--- src/rtl/noc_pkg.sv ---
`default_nettype none
// ============================================================================
// Module      : noc_pkg
// Description : Shared router definitions. These are the default port count,
//               the route-request width derivation and the encodings of the
//               output reservation state.
// Revision    : 1.0 - initial release
// ============================================================================
package noc_pkg;

    // Default number of router input/output ports.
    localparam int c_N_PORTS = 5;

    // A route request carries an output index, so its width is clog2 of the
    // port count. The result is clamped to 1 so that a single-port build
    // still has a legal width.
    function automatic int requestWidth(input int nPorts);
        return (nPorts > 1) ? $clog2(nPorts) : 1;
    endfunction

    // Reservation state of one output port.
    typedef enum logic [0:0] {
        FREE     = 1'b0,
        RESERVED = 1'b1
    } outState_t;

endpackage
`default_nettype wire

--- src/rtl/sa_arbiter.sv ---
`default_nettype none
// ============================================================================
// Module      : sa_arbiter
// Description : Per-output arbiter for the switch allocator. It selects one
//               requester out of an N_PORTS-bit request vector.
//               SWITCH_ALLOC_ROUND_ROBIN_EN defined : round robin. The search
//                   starts at a private pointer, and the pointer moves to
//                   winner+1 after each grant.
//               SWITCH_ALLOC_ROUND_ROBIN_EN undefined : fixed priority. The
//                   lowest index wins, and there is no state.
// Ports       : clk, rst      - clock / async reset (round-robin build only)
//               i_req         - request vector, one bit per input
//               o_grant       - one-hot grant (all zero when no request)
//               o_grantIdx    - encoded index of the granted input
//               o_grantValid  - a grant was issued this cycle
// Revision    : 1.0 - initial release
// ============================================================================
module sa_arbiter
    import noc_pkg::*;
#(
    parameter int N_PORTS       = c_N_PORTS,
    parameter int REQUEST_WIDTH = requestWidth(N_PORTS)
) (
`ifdef SWITCH_ALLOC_ROUND_ROBIN_EN
    input  logic                     clk,
    input  logic                     rst,
`endif
    input  logic [N_PORTS-1:0]       i_req,
    output logic [N_PORTS-1:0]       o_grant,
    output logic [REQUEST_WIDTH-1:0] o_grantIdx,
    output logic                     o_grantValid
);

`ifdef SWITCH_ALLOC_ROUND_ROBIN_EN

    logic [REQUEST_WIDTH-1:0] r_ptr;

    // Rotating search. The candidate index wraps at N_PORTS, not at
    // 2**REQUEST_WIDTH. A plain power-of-two wrap would be wrong here.
    always_comb begin
        int                       w_pos;
        logic [REQUEST_WIDTH-1:0] w_idx;
        o_grant      = '0;
        o_grantIdx   = '0;
        o_grantValid = 1'b0;
        w_pos        = 0;
        w_idx        = '0;
        for (int k = 0; k < N_PORTS; k++) begin
            w_pos = int'(r_ptr) + k;
            if (w_pos >= N_PORTS) begin
                w_pos = w_pos - N_PORTS;
            end
            w_idx = REQUEST_WIDTH'(w_pos);
            if (!o_grantValid && i_req[w_idx]) begin
                o_grantValid   = 1'b1;
                o_grant[w_idx] = 1'b1;
                o_grantIdx     = w_idx;
            end
        end
    end

    always_ff @(posedge clk or posedge rst) begin
        if (rst) begin
            r_ptr <= '0;
        end else if (o_grantValid) begin
            r_ptr <= (o_grantIdx == REQUEST_WIDTH'(N_PORTS - 1)) ? '0 : o_grantIdx + 1'b1;
        end
    end

`else

    // Fixed priority: the first set bit from index 0 upward wins.
    always_comb begin
        o_grant      = '0;
        o_grantIdx   = '0;
        o_grantValid = 1'b0;
        for (int i = 0; i < N_PORTS; i++) begin
            if (!o_grantValid && i_req[i]) begin
                o_grantValid = 1'b1;
                o_grant[i]   = 1'b1;
                o_grantIdx   = REQUEST_WIDTH'(i);
            end
        end
    end

`endif

endmodule
`default_nettype wire

--- src/rtl/switch_allocator.sv ---
`default_nettype none
// ============================================================================
// Module      : switch_allocator
// Description : Router switch allocator. Each output port is FREE or RESERVED.
//               A free output is granted to one requesting input that owns
//               nothing. The grant is registered: the owner, outSelValid and
//               a one-cycle routeReserveStatus pulse all appear on the edge
//               after the request is sampled. A relieve from the owner frees
//               the output on the next edge, and there is no same-cycle
//               bypass.
//               The macro SWITCH_ALLOC_ROUND_ROBIN_EN selects the arbitration
//               policy. When it is defined, each output uses round robin.
//               When it is undefined, the lowest input index wins.
// Ports       : clk                      - clock, rising edge
//               rst                      - asynchronous active-high reset
//               routeReserveRequestValid - per-input request valid
//               routeReserveRequest      - per-input requested output index
//               routeRelieve             - per-input tail sent, frees output
//               routeReserveStatus       - per-input one-cycle grant pulse
//               outSelValid              - per-output reserved flag
//               outSel                   - per-output owning input (mux select)
// Revision    : 1.0 - initial release
// ============================================================================
module switch_allocator
    import noc_pkg::*;
#(
    parameter int N_PORTS       = c_N_PORTS,
    parameter int REQUEST_WIDTH = requestWidth(N_PORTS)
) (
    input  logic                             clk,
    input  logic                             rst,
    input  logic [N_PORTS-1:0]               routeReserveRequestValid,
    input  logic [N_PORTS*REQUEST_WIDTH-1:0] routeReserveRequest,
    input  logic [N_PORTS-1:0]               routeRelieve,
    output logic [N_PORTS-1:0]               routeReserveStatus,
    output logic [N_PORTS-1:0]               outSelValid,
    output logic [N_PORTS*REQUEST_WIDTH-1:0] outSel
);

    outState_t                r_state  [N_PORTS];
    logic [REQUEST_WIDTH-1:0] r_outSel [N_PORTS];
    logic [N_PORTS-1:0]       r_status;

    logic [N_PORTS-1:0][N_PORTS-1:0]       w_grant;      // [output][input]
    logic [N_PORTS-1:0][REQUEST_WIDTH-1:0] w_grantIdx;
    logic [N_PORTS-1:0]                    w_grantValid;
    logic [N_PORTS-1:0]                    w_isFree;
    logic [N_PORTS-1:0]                    w_owns;          // per input
    logic [N_PORTS-1:0]                    w_ownerRelieves; // per output
    logic [N_PORTS-1:0]                    w_statusNext;    // per input

    // Ownership is derived from the output registers, so an input can never
    // be recorded as owning two outputs at the same time.
    always_comb begin
        w_isFree        = '0;
        w_owns          = '0;
        w_ownerRelieves = '0;
        for (int o = 0; o < N_PORTS; o++) begin
            w_isFree[o] = (r_state[o] == FREE);
            for (int i = 0; i < N_PORTS; i++) begin
                if (r_outSel[o] == REQUEST_WIDTH'(i)) begin
                    if (r_state[o] == RESERVED) begin
                        w_owns[i] = 1'b1;
                    end
                    if (routeRelieve[i]) begin
                        w_ownerRelieves[o] = 1'b1;
                    end
                end
            end
        end
    end

    // An input requests exactly one output, so at most one arbiter can grant
    // it. An OR across outputs is therefore enough to build the status pulse.
    always_comb begin
        w_statusNext = '0;
        for (int o = 0; o < N_PORTS; o++) begin
            w_statusNext = w_statusNext | w_grant[o];
        end
    end

    generate
        for (genvar o = 0; o < N_PORTS; o++) begin : g_out
            logic [N_PORTS-1:0] w_cand;

            // Out-of-range request indices never match any output, so they
            // are dropped here with no further handling.
            for (genvar i = 0; i < N_PORTS; i++) begin : g_cand
                assign w_cand[i] = routeReserveRequestValid[i]
                                 && (routeReserveRequest[i*REQUEST_WIDTH +: REQUEST_WIDTH]
                                     == REQUEST_WIDTH'(o))
                                 && w_isFree[o]
                                 && !w_owns[i];
            end

            sa_arbiter #(
                .N_PORTS       (N_PORTS),
                .REQUEST_WIDTH (REQUEST_WIDTH)
            ) u_arbiter (
`ifdef SWITCH_ALLOC_ROUND_ROBIN_EN
                .clk          (clk),
                .rst          (rst),
`endif
                .i_req        (w_cand),
                .o_grant      (w_grant[o]),
                .o_grantIdx   (w_grantIdx[o]),
                .o_grantValid (w_grantValid[o])
            );

            assign outSelValid[o]                                = (r_state[o] == RESERVED);
            assign outSel[o*REQUEST_WIDTH +: REQUEST_WIDTH] = r_outSel[o];
        end
    endgenerate

    // Output FSMs. outSel is only loaded on a grant, so it keeps the last
    // owner's index after the output is released.
    always_ff @(posedge clk or posedge rst) begin
        if (rst) begin
            r_status <= '0;
            for (int o = 0; o < N_PORTS; o++) begin
                r_state[o]  <= FREE;
                r_outSel[o] <= '0;
            end
        end else begin
            r_status <= w_statusNext;
            for (int o = 0; o < N_PORTS; o++) begin
                case (r_state[o])
                    FREE: begin
                        if (w_grantValid[o]) begin
                            r_state[o]  <= RESERVED;
                            r_outSel[o] <= w_grantIdx[o];
                        end
                    end
                    RESERVED: begin
                        if (w_ownerRelieves[o]) begin
                            r_state[o] <= FREE;
                        end
                    end
                    default: r_state[o] <= FREE;
                endcase
            end
        end
    end

    assign routeReserveStatus = r_status;

endmodule
`default_nettype wire

--- config.mk ---
export PLATFORM = sky130hd
export DESIGN_NAME = switch_allocator
export DESIGN_NICKNAME = d
export VERILOG_FILES = /design/src/rtl/noc_pkg.sv /design/src/rtl/sa_arbiter.sv /design/src/rtl/switch_allocator.sv
export SDC_FILE = /design/constraint.sdc
export NUM_CORES = 1
export LEC_CHECK = 0
export CORE_UTILIZATION = 54
export DETAILED_ROUTE_END_ITERATION = 8
export PLACE_DENSITY = 0.87
export REMOVE_ABC_BUFFERS = 1
export SLEW_MARGIN = 20
export SYNTH_ARGS = -nofsm -noshare
export SYNTH_HDL_FRONTEND = slang
export SYNTH_SLANG_ARGS = --single-unit
--- constraint.sdc ---
create_clock -name clk -period 5.3 [get_ports clk]
set_input_delay 1.06 -clock clk [delete_from_list [all_inputs] [get_ports clk]]
set_output_delay 1.06 -clock clk [all_outputs]
set_load 0.02 [all_outputs]
==> results of run 1 <==
## layer usage
layer	GRT usage	wire [um]
met5	0	0
met4	0.125	145
met3	0.0357	607
met2	0.513	3020
met1	0.480	2670
## cell usage after synthesis (3+ instances only)
cell type	instances	area, um^2
a21oi_1	10	50.1
a31oi_1	5	31.3
and4bb_2	4	50.1
clkbuf_1	3	11.3
dfrtp_1	25	626
inv_1	12	45.0
mux4_2	4	90.1
nand2_1	16	60.1
nand3_1	13	65.1
nand3b_1	3	22.5
nand4_1	7	43.8
nand4b_1	5	43.8
nor2_1	20	75.1
nor2b_1	5	31.3
nor3_1	6	30.0
nor4_1	4	25.0
nor4b_1	12	105
nor4bb_1	3	30.0
o21ai_0	8	40.0
o22ai_1	3	18.8
or3_1	6	37.5
## cell type report
cell class                 count  area share
clock buffer                   4      0.0170
timing repair buffer          51       0.193
multi-input combinational    186       0.513
inverter                      12      0.0170
sequential                    25       0.237
tap                           48      0.0227
## worst max-delay path, delay by kind of cell
kind	cells	cell delay [ns]
buffers and inverters	1	0.62
AND/OR/NAND/NOR	6	1.62
## cell usage in the layout (no fill, tap or decap), types with 6 or more instances in the layout
cell / instances
o21ai_0: 8
nor4b_1: 12
a21oi_1: 10
nand3_1: 13
clkdlybuf4s50_1: 51
nand2_1: 16
inv_1: 12
nand4_1: 7
nor3_1: 6
or3_1: 6
nor2_1: 20
dfrtp_1: 25
## cell families (layout without fill, tap and decap cells)
logic type             count (synthesis)  count (layout)  synth area share
flip-flops                            25              25             0.299
multiplexers                           6               6            0.0610
buffers and inverters                 21              67            0.0526
AND/OR/NAND/NOR                      132             132             0.421
AO/OA/AOI/OAI                         48              48             0.166
## metrics by stage
step	cells	hold WS [ns]	util	setup slack, ns	instance area, um^2
finish	326	0.661	0.717	2.15	2640
CTS	326	0.655	0.717	2.17	2640
global route	326	0.684	0.717	2.02	2640
global placement	322	0.641	0.705	1.92	2600
detailed placement	322	0.647	0.705	1.88	2600
floorplan	223	0.679	-	2.53	2030
## flip-flops by register name, summed over array words and instances (netlist names)
signal              cells
outSel                 15
outSelValid             5
routeReserveStatus      5
## path summary, 6_finish.rpt
| check | startpoint | to | slack, ns | cells past startpoint |
|---|---|---|---|---|
| worst max-delay path | routeReserveRequest[0] | routeReserveStatus[3] | 2.15 | 7 |
| worst min-delay path | outSel[8] | outSel[8] | 0.66 | 2 |
| worst max register to register | outSelValid[2] | routeReserveStatus[3] | 2.55 | 6 |
| worst min register to register | outSel[8] | outSel[8] | 0.66 | 2 |
| max in group asynchronous | rst | outSel[14] | 3.45 | 2 |
| min in group asynchronous | rst | outSelValid[4] | 1.29 | 2 |
## power groups by stage
stage	clock, mW	combinational [mW]	sequential, mW
floorplan	0	0.334	0.503
global placement	0	0.683	0.466
detailed placement	0	0.690	0.470
CTS	0.116	0.695	0.468
global route	0.126	0.748	0.491
finish	0.116	0.701	0.476
==> flow_summary_export.csv, run 1 <==
group,metric,value,unit
synthesis,netlist_area,2090,um^2
routing,routedWlPerCell,19.8,um
clock_network,htreeDepth,1,
die,core.rowCount,22,
routing,first_pass_iters,5,
timing,min_period_over_period,0.594,
placed_design,gp_congestion,0.998,
worst_setup_path,end_kind,"flop",
synthesis,seq_area_frac_synth,0.299,
timing,slew-limit-headroom,0.385,
synthesis,async_flop_share,1.00,
layout,final_layout_size_suffix_gt1_frac,0.112,
routing,drc,0,
pwr,switching_share,0.474,
clock_network,cts_max_path_buffers,2,
clock_network,cts_buffers,3,
layout,n_antenna_cell,0,
pwr,p_leak,1.07,nW
clock_network,ctsResizeCount,0,
synthesis,synth_cells,232,
layout,finalNetCount,306,
pwr,power_switching,0.614,mW
job,cap_violations,0,
routing,wl,6440,um
clock_network,cts_root_buffer,"clkbuf_8",
clock_network,clock_sinks,25,
worst_setup_path,cpMostUsedCell,"nand2_1",
die,ioPinCount,52,
pwr,seqPwrFrac,0.368,
global_route,grt_pass1_vias,2021,
synthesis,synth_edf_count,0,
global_route,antenna_found_initial,0,
layout,multiInputGateArea,1360,um^2
pwr,ir_drop,0.287,mV
hold_path,hp-class,"reg -> reg",
clock_network,clock_latency,0.27,ns
synthesis,yosysWarningCount,0,
synthesis,ys_types,61,
timing,rsz0062_at_grt,"no",
routing,num_vias,2299,
synthesis,avgSynthCellArea,9.02,um^2
pwr,internal-power,0.680,mW
pwr,combPwrFrac,0.542,
die,die_area,4130,um^2
synthesis,ys.flop_type,"dfrtp_1",
clock_network,clkSlewWorstSetupHoldPaths,0.09,ns
worst_setup_path,required,5.45,ns
timing,worstMarginPinSlew,0.921,ns
layout,regArea,626,um^2
clock_network,post_cts_buffers,0,
die,coreArea,3690,um^2
run_status,outcome,"complete, no violations",
pwr,power_frac_clock,0.090,
die,initial_core_util,0.568,
synthesis,ys_ff_latch,25,
layout,area_delta_synth_final,26.3,%
worst_setup_path,arrival,3.30,ns
timing,hold_violations,0,
placed_design,post-dp-hpwl,4750,um
pwr,power.total,1.29,mW
timing,fin_setup_tns,0,ns
worst_setup_path,slowest_stage,"clkdlybuf4s50_1",
global_route,grt_use_total,0.333,
timing,setup_viol,0,
global_route,grt_overflow_total,0,
timing,max_clock_freq,318,MHz
worst_setup_path,slowest_delay,0.62,ns
routing,viasPerCell,7.05,
worst_setup_path,crit_path_start_kind,"primary input",
global_route,grt_pass1_wl,10400,um
worst_setup_path,crit_type,"in -> reg",
layout,nFillCells,305,
pwr,p_per_area,489,nW/um^2
worst_setup_path,crit_chain,"clkdlybuf4s50_1 > or4b_1 > nor3_1 > nand2_1 > nand2_1 > nor3b_1 > or4_1",
timing,finalCriticalPeriod,3.15,ns
routing,drt-initial-drc-count,364,
die,die_h,64.3,um
clock_network,cts_tree,"yes",
global_route,grt_max_degree,26,
timing,slew_violations,0,
worst_setup_path,cp_max_fo,8,
timing,fin_skew,0.00375,ns
placed_design,port_buffers,51,
die,fp.dieW,64.3,um
routing,ant_nets,0,
clock_network,hold_buffers,0,
(Power assumes the default switching activity.)
==> inputs of run 2 (changes only) <==
--- a/config.mk
+++ b/config.mk
@@ -5,9 +5,9 @@
 export SDC_FILE = /design/constraint.sdc
 export NUM_CORES = 1
 export LEC_CHECK = 0
-export CORE_UTILIZATION = 54
+export CORE_UTILIZATION = 45
 export DETAILED_ROUTE_END_ITERATION = 8
-export PLACE_DENSITY = 0.87
+export PLACE_DENSITY = 0.77
 export REMOVE_ABC_BUFFERS = 1
 export SLEW_MARGIN = 20
 export SYNTH_ARGS = -nofsm -noshare
==> constraint.sdc (replaced) <==
create_clock -name clk -period 2.65 [get_ports clk]
set_input_delay 0.53 -clock clk [delete_from_list [all_inputs] [get_ports clk]]
set_output_delay 0.53 -clock clk [all_outputs]
set_load 0.02 [all_outputs]
==> flow_summary_export.csv, run 2 (synthesis gave the netlist of run 1 again) <==
group,metric,value,unit
worst_setup_path,required,2.82,ns
global_route,grt_pass1_vias,2254,
hold_path,hp-class,"in -> async",
routing,drt-initial-drc-count,230,
placed_design,post-dp-hpwl,5210,um
die,ioPinCount,52,
routing,num_vias,2346,
pwr,p_leak,1.27,nW
worst_setup_path,end_kind,"flop",
clock_network,cts_tree,"yes",
timing,finalCriticalPeriod,2.49,ns
clock_network,cts_buffers,3,
die,core.rowCount,24,
global_route,grt_max_degree,26,
worst_setup_path,crit_type,"in -> reg",
clock_network,htreeDepth,1,
timing,slew-limit-headroom,0.667,
routing,first_pass_iters,4,
clock_network,post_cts_buffers,0,
die,initial_core_util,0.474,
global_route,grt_use_total,0.287,
global_route,grt_pass1_wl,10900,um
pwr,ir_drop,0.383,mV
layout,final_core_util,0.671,
clock_network,ctsResizeCount,0,
layout,final_layout_size_suffix_gt1_frac,0.228,
layout,finalNetCount,348,
die,die_area,4930,um^2
pwr,internal-power,1.51,mW
routing,drc,0,
clock_network,cts_root_buffer,"clkbuf_8",
routing,routedWlPerCell,18.1,um
pwr,switching_share,0.450,
timing,worstMarginPinSlew,0.498,ns
timing,hold_violations,0,
job,cap_violations,0,
timing,setup_slack,0.162,ns
clock_network,clock_sinks,25,
routing,ant_nets,0,
pwr,power_frac_clock,0.086,
clock_network,clock_latency,0.28,ns
layout,area_delta_synth_final,41.6,%
clock_network,hold_buffers,0,
pwr,seqPwrFrac,0.304,
layout,layout_common_cells,"clkdlybuf4s50_1, buf_4, dfrtp_1, nor2_1, nand2_1",
clock_network,cts_max_path_buffers,2,
layout,n_antenna_cell,0,
die,die_h,70.2,um
worst_setup_path,crit_path_start_kind,"primary input",
run_status,outcome,"complete, no violations",
timing,slew_violations,0,
worst_setup_path,cp_max_fo,2,
routing,wl,6750,um
placed_design,dpl_worst_slack,-0.104,ns
placed_design,port_buffers,51,
pwr,combPwrFrac,0.610,
timing,rsz0062_at_grt,"no",
worst_setup_path,arrival,2.66,ns
timing,max_clock_freq,402,MHz
pwr,p_per_area,927,nW/um^2
pwr,power_switching,1.24,mW
timing,min_period_over_period,0.939,
die,fp.dieW,70.2,um
clock_network,clkSlewWorstSetupHoldPaths,0.09,ns
placed_design,gp_congestion,0.947,
routing,viasPerCell,6.31,
global_route,grt_overflow_total,0,
global_route,antenna_found_initial,0,
worst_setup_path,reg2reg_depth,6,
timing,setup_viol,0,
die,coreArea,4410,um^2
timing,fin_skew,0.00352,ns
timing,fin_setup_tns,0,ns
layout,final_common_cell,"clkdlybuf4s50_1",
layout,largest_reg_flops,15,
## run 2: cell types whose count changed in the layout (fill, tap and decap cells not counted), sizes merged
cell / change
buf: +42
## run 2: layout make-up
class	instances	area, um^2
flip-flops and latches	25	626
multi-input cells	186	1360
well taps	52	65.1
fillers	381	1450
inverters	12	45.0
clock buffers	4	45.0
repair buffers	93	826
## run 2: worst max-delay path, cell delays in order
cell and delay [ns]:
clkdlybuf4s50_1 0.44, or2_2 0.33, or3_1 0.32, or4_2 0.56
nand2_1 0.13, o32ai_1 0.08, a211o_1 0.27
## run 2: path summary, 6_finish.rpt
check                                             start  slack [ns]                     to
worst max register to register                outSel[3]        0.22  routeReserveStatus[4]
worst min register to register                outSel[8]        0.67              outSel[8]
max in group asynchronous                           rst        1.79              outSel[7]
min in group clk                              outSel[8]        0.67              outSel[8]
worst max-delay path            routeReserveRequest[10]        0.16  routeReserveStatus[4]
worst min-delay path                                rst        0.60         outSelValid[0]
## run 2: through the flow
stage	hold WS [ns]	std cells	area, um^2	power [mW]
4_1_cts	0.619	372	2960	2.73
2_1_floorplan	0.557	223	2030	1.67
5_1_grt	0.670	372	2960	2.90
3_5_place_dp	0.639	368	2920	2.49
6_report	0.598	372	2960	2.75
3_3_place_gp	0.632	368	2920	2.46
## run 2: power by group through the flow
stage	Combinational, mW	Sequential [mW]	Clock, mW
floorplan	0.669	1.01	0
global placement	1.64	0.824	0
detailed placement	1.66	0.832	0
CTS	1.67	0.824	0.239
global route	1.79	0.855	0.253
finish	1.68	0.836	0.236
## run 2: routing by layer
layer  track usage  wire, um
met4         0.131       200
met5             0         0
met2         0.471      3160
met3        0.0346       528
met1         0.378      2850
==> inputs of run 3 (changes only) <==
--- a/config.mk
+++ b/config.mk
@@ -7,6 +7,7 @@
 export LEC_CHECK = 0
 export CORE_UTILIZATION = 45
 export DETAILED_ROUTE_END_ITERATION = 8
+export GPL_TIMING_DRIVEN = 0
 export PLACE_DENSITY = 0.77
 export REMOVE_ABC_BUFFERS = 1
 export SLEW_MARGIN = 20
==> flow_summary_export.csv, run 3 (synthesis gave the netlist of run 1 again) <==
group,metric,value,unit
timing,max_clock_freq,395,MHz
routing,routedWlPerCell,19.1,um
worst_setup_path,r2r_slack,0.12,ns
routing,drt-initial-drc-count,345,
worst_setup_path,crit_type,"reg -> reg",
clock_network,cts_max_path_buffers,2,
layout,final_layout_size_suffix_gt1_frac,0.131,
worst_setup_path,timing.rr.start,"outSelValid[2]",
timing,worst_hold_slack,0.656,ns
layout,final_core_util,0.615,
timing,setup_viol,0,
pwr,ir_drop,0.334,mV
worst_setup_path,worstSetupStartpoint,"outSelValid[2]",
timing,hold_violations,0,
timing,slew-limit-headroom,0.380,
routing,ant_nets,0,
timing,fin_setup_tns,0,ns
layout,layout_common_cells,"clkdlybuf4s50_1, dfrtp_1, nor2_1, nand2_1, nand3_1",
clock_network,hold_buffers,0,
die,fp.dieW,70.2,um
clock_network,cts_root_buffer,"clkbuf_8",
routing,drc,0,
timing,slew_violations,0,
layout,nFillCells,402,
timing,rsz0062_at_grt,"no",
pwr,p_leak,1.11,nW
clock_network,cts_buffers,3,
timing,worstMarginPinSlew,0.925,ns
timing,fin_skew,0.00144,ns
global_route,grt_use_total,0.266,
global_route,grt_pass1_vias,2021,
job,cap_violations,0,
run_status,outcome,"complete, no violations",
clock_network,clock_sinks,25,
worst_setup_path,rr_endpoint,"routeReserveStatus[4]",
pwr,p_per_area,960,nW/um^2
worst_setup_path,end_kind,"flop",
clock_network,clkSlewWorstSetupHoldPaths,0.09,ns
worst_setup_path,crit_path_start_kind,"flop",
placed_design,dpl-instance-area,2600,um^2
worst_setup_path,reg2reg_depth,6,
global_route,grt_overflow_total,0,
clock_network,htreeDepth,1,
routing,wl,6370,um
clock_network,clock_latency,0.27,ns
hold_path,hp-class,"in -> async",
global_route,grt_max_degree,26,
die,core.rowCount,24,
layout,final_common_cell,"clkdlybuf4s50_1",
layout,area_delta_synth_final,29.6,%
worst_setup_path,arrival,2.69,ns
timing,min_period_over_period,0.955,
die,coreArea,4410,um^2
routing,top_layer_used,"met4",
global_route,antenna_found_initial,0,
die,die_h,70.2,um
worst_setup_path,required,2.81,ns
placed_design,port_buffers,51,
die,die_area,4930,um^2
routing,first_pass_iters,5,
layout,largest_reg_flops,15,
clock_network,cts_tree,"yes",
die,initial_core_util,0.474,
worst_setup_path,cp_max_fo,12,
placed_design,gp_congestion,0.900,
routing,wl_met2,3000,um
routing,wl_met3,572,um
global_route,grt_pass1_wl,10300,um
routing,viasPerCell,6.64,
layout,design_area,2710,um^2
placed_design,dpl_worst_slack,-0.227,ns
timing,setup_slack,0.119,ns
routing,wl_met1,2690,um
layout,n_antenna_cell,0,
timing,finalCriticalPeriod,2.53,ns
layout,finalNetCount,310,
placed_design,post-dp-hpwl,4740,um
routing,num_vias,2218,
die,ioPinCount,52,
==> run 3: changes by cell type in the layout (fill, tap and decap cells not counted), sizes merged <==
cell / before / now
dlymetal6s2s: 0 / 1
inv: 12 / 11
clkdlybuf4s50: 51 / 50
buf: 42 / 4
clkinv: 0 / 1
==> run 3: where the power goes <==
| part | internal (mW) | switching [mW] | total, mW |
|---|---|---|---|
| clock network | 0.108 | 0.124 | 0.232 |
| registers | 0.542 | 0.390 | 0.932 |
| logic | 0.744 | 0.697 | 1.44 |
| total | 1.39 | 1.21 | 2.60 |
==> run 3: stage by stage <==
step	cells	power (mW)
2_1_floorplan	223	1.67
3_3_place_gp	326	2.28
3_5_place_dp	326	2.30
4_1_cts	331	2.56
5_1_grt	334	2.76
6_report	334	2.60
==> run 3: final cells by class <==
class	instances	area, um^2	area share
multi-input combinational	186	1390	0.512
sequential	25	626	0.231
timing repair buffer	55	543	0.200
tap	52	65.1	0.0240
clock buffer	4	45.0	0.0166
inverter	12	45.0	0.0166
==> run 3: how the worst max path moves through the flow <==
stage	to	slack [ns]	cells after the start
after CTS	routeReserveStatus[3]	0.01	6
after detailed placement	outSel[12]	-0.23	7
after global placement	routeReserveStatus[3]	-0.22	6
after global routing	routeReserveStatus[3]	0.01	6
final	routeReserveStatus[4]	0.12	6
after floorplan	routeReserveStatus[3]	0.26	6
==> run 3: critical path, stage by stage, from the launching register on <==
cell and delay [ns]:
dfrtp_1 0.56, and3b_2 0.33, a32o_1 0.27, or4_2 0.70, nand4_1 0.19, o32ai_1 0.12
a211o_1 0.25
==> run 3: repair_timing <==
action / CTS / global route
pin swaps: 1 / 2
gates resized for setup: 2 / 4
endpoints found under the hold margin: 0 / 0
buffers inserted: 1 / 3
endpoints found under the setup margin: 2 / 5
==> run 3: metal layers <==
| metal | vias up | GRT usage |
|---|---|---|
| met5 | - | 0 |
| met4 | 0 | 0.0778 |
| met3 | 12 | 0.0346 |
| met2 | 129 | 0.425 |
| met1 | 1059 | 0.376 |
| li1 | 1018 | - |
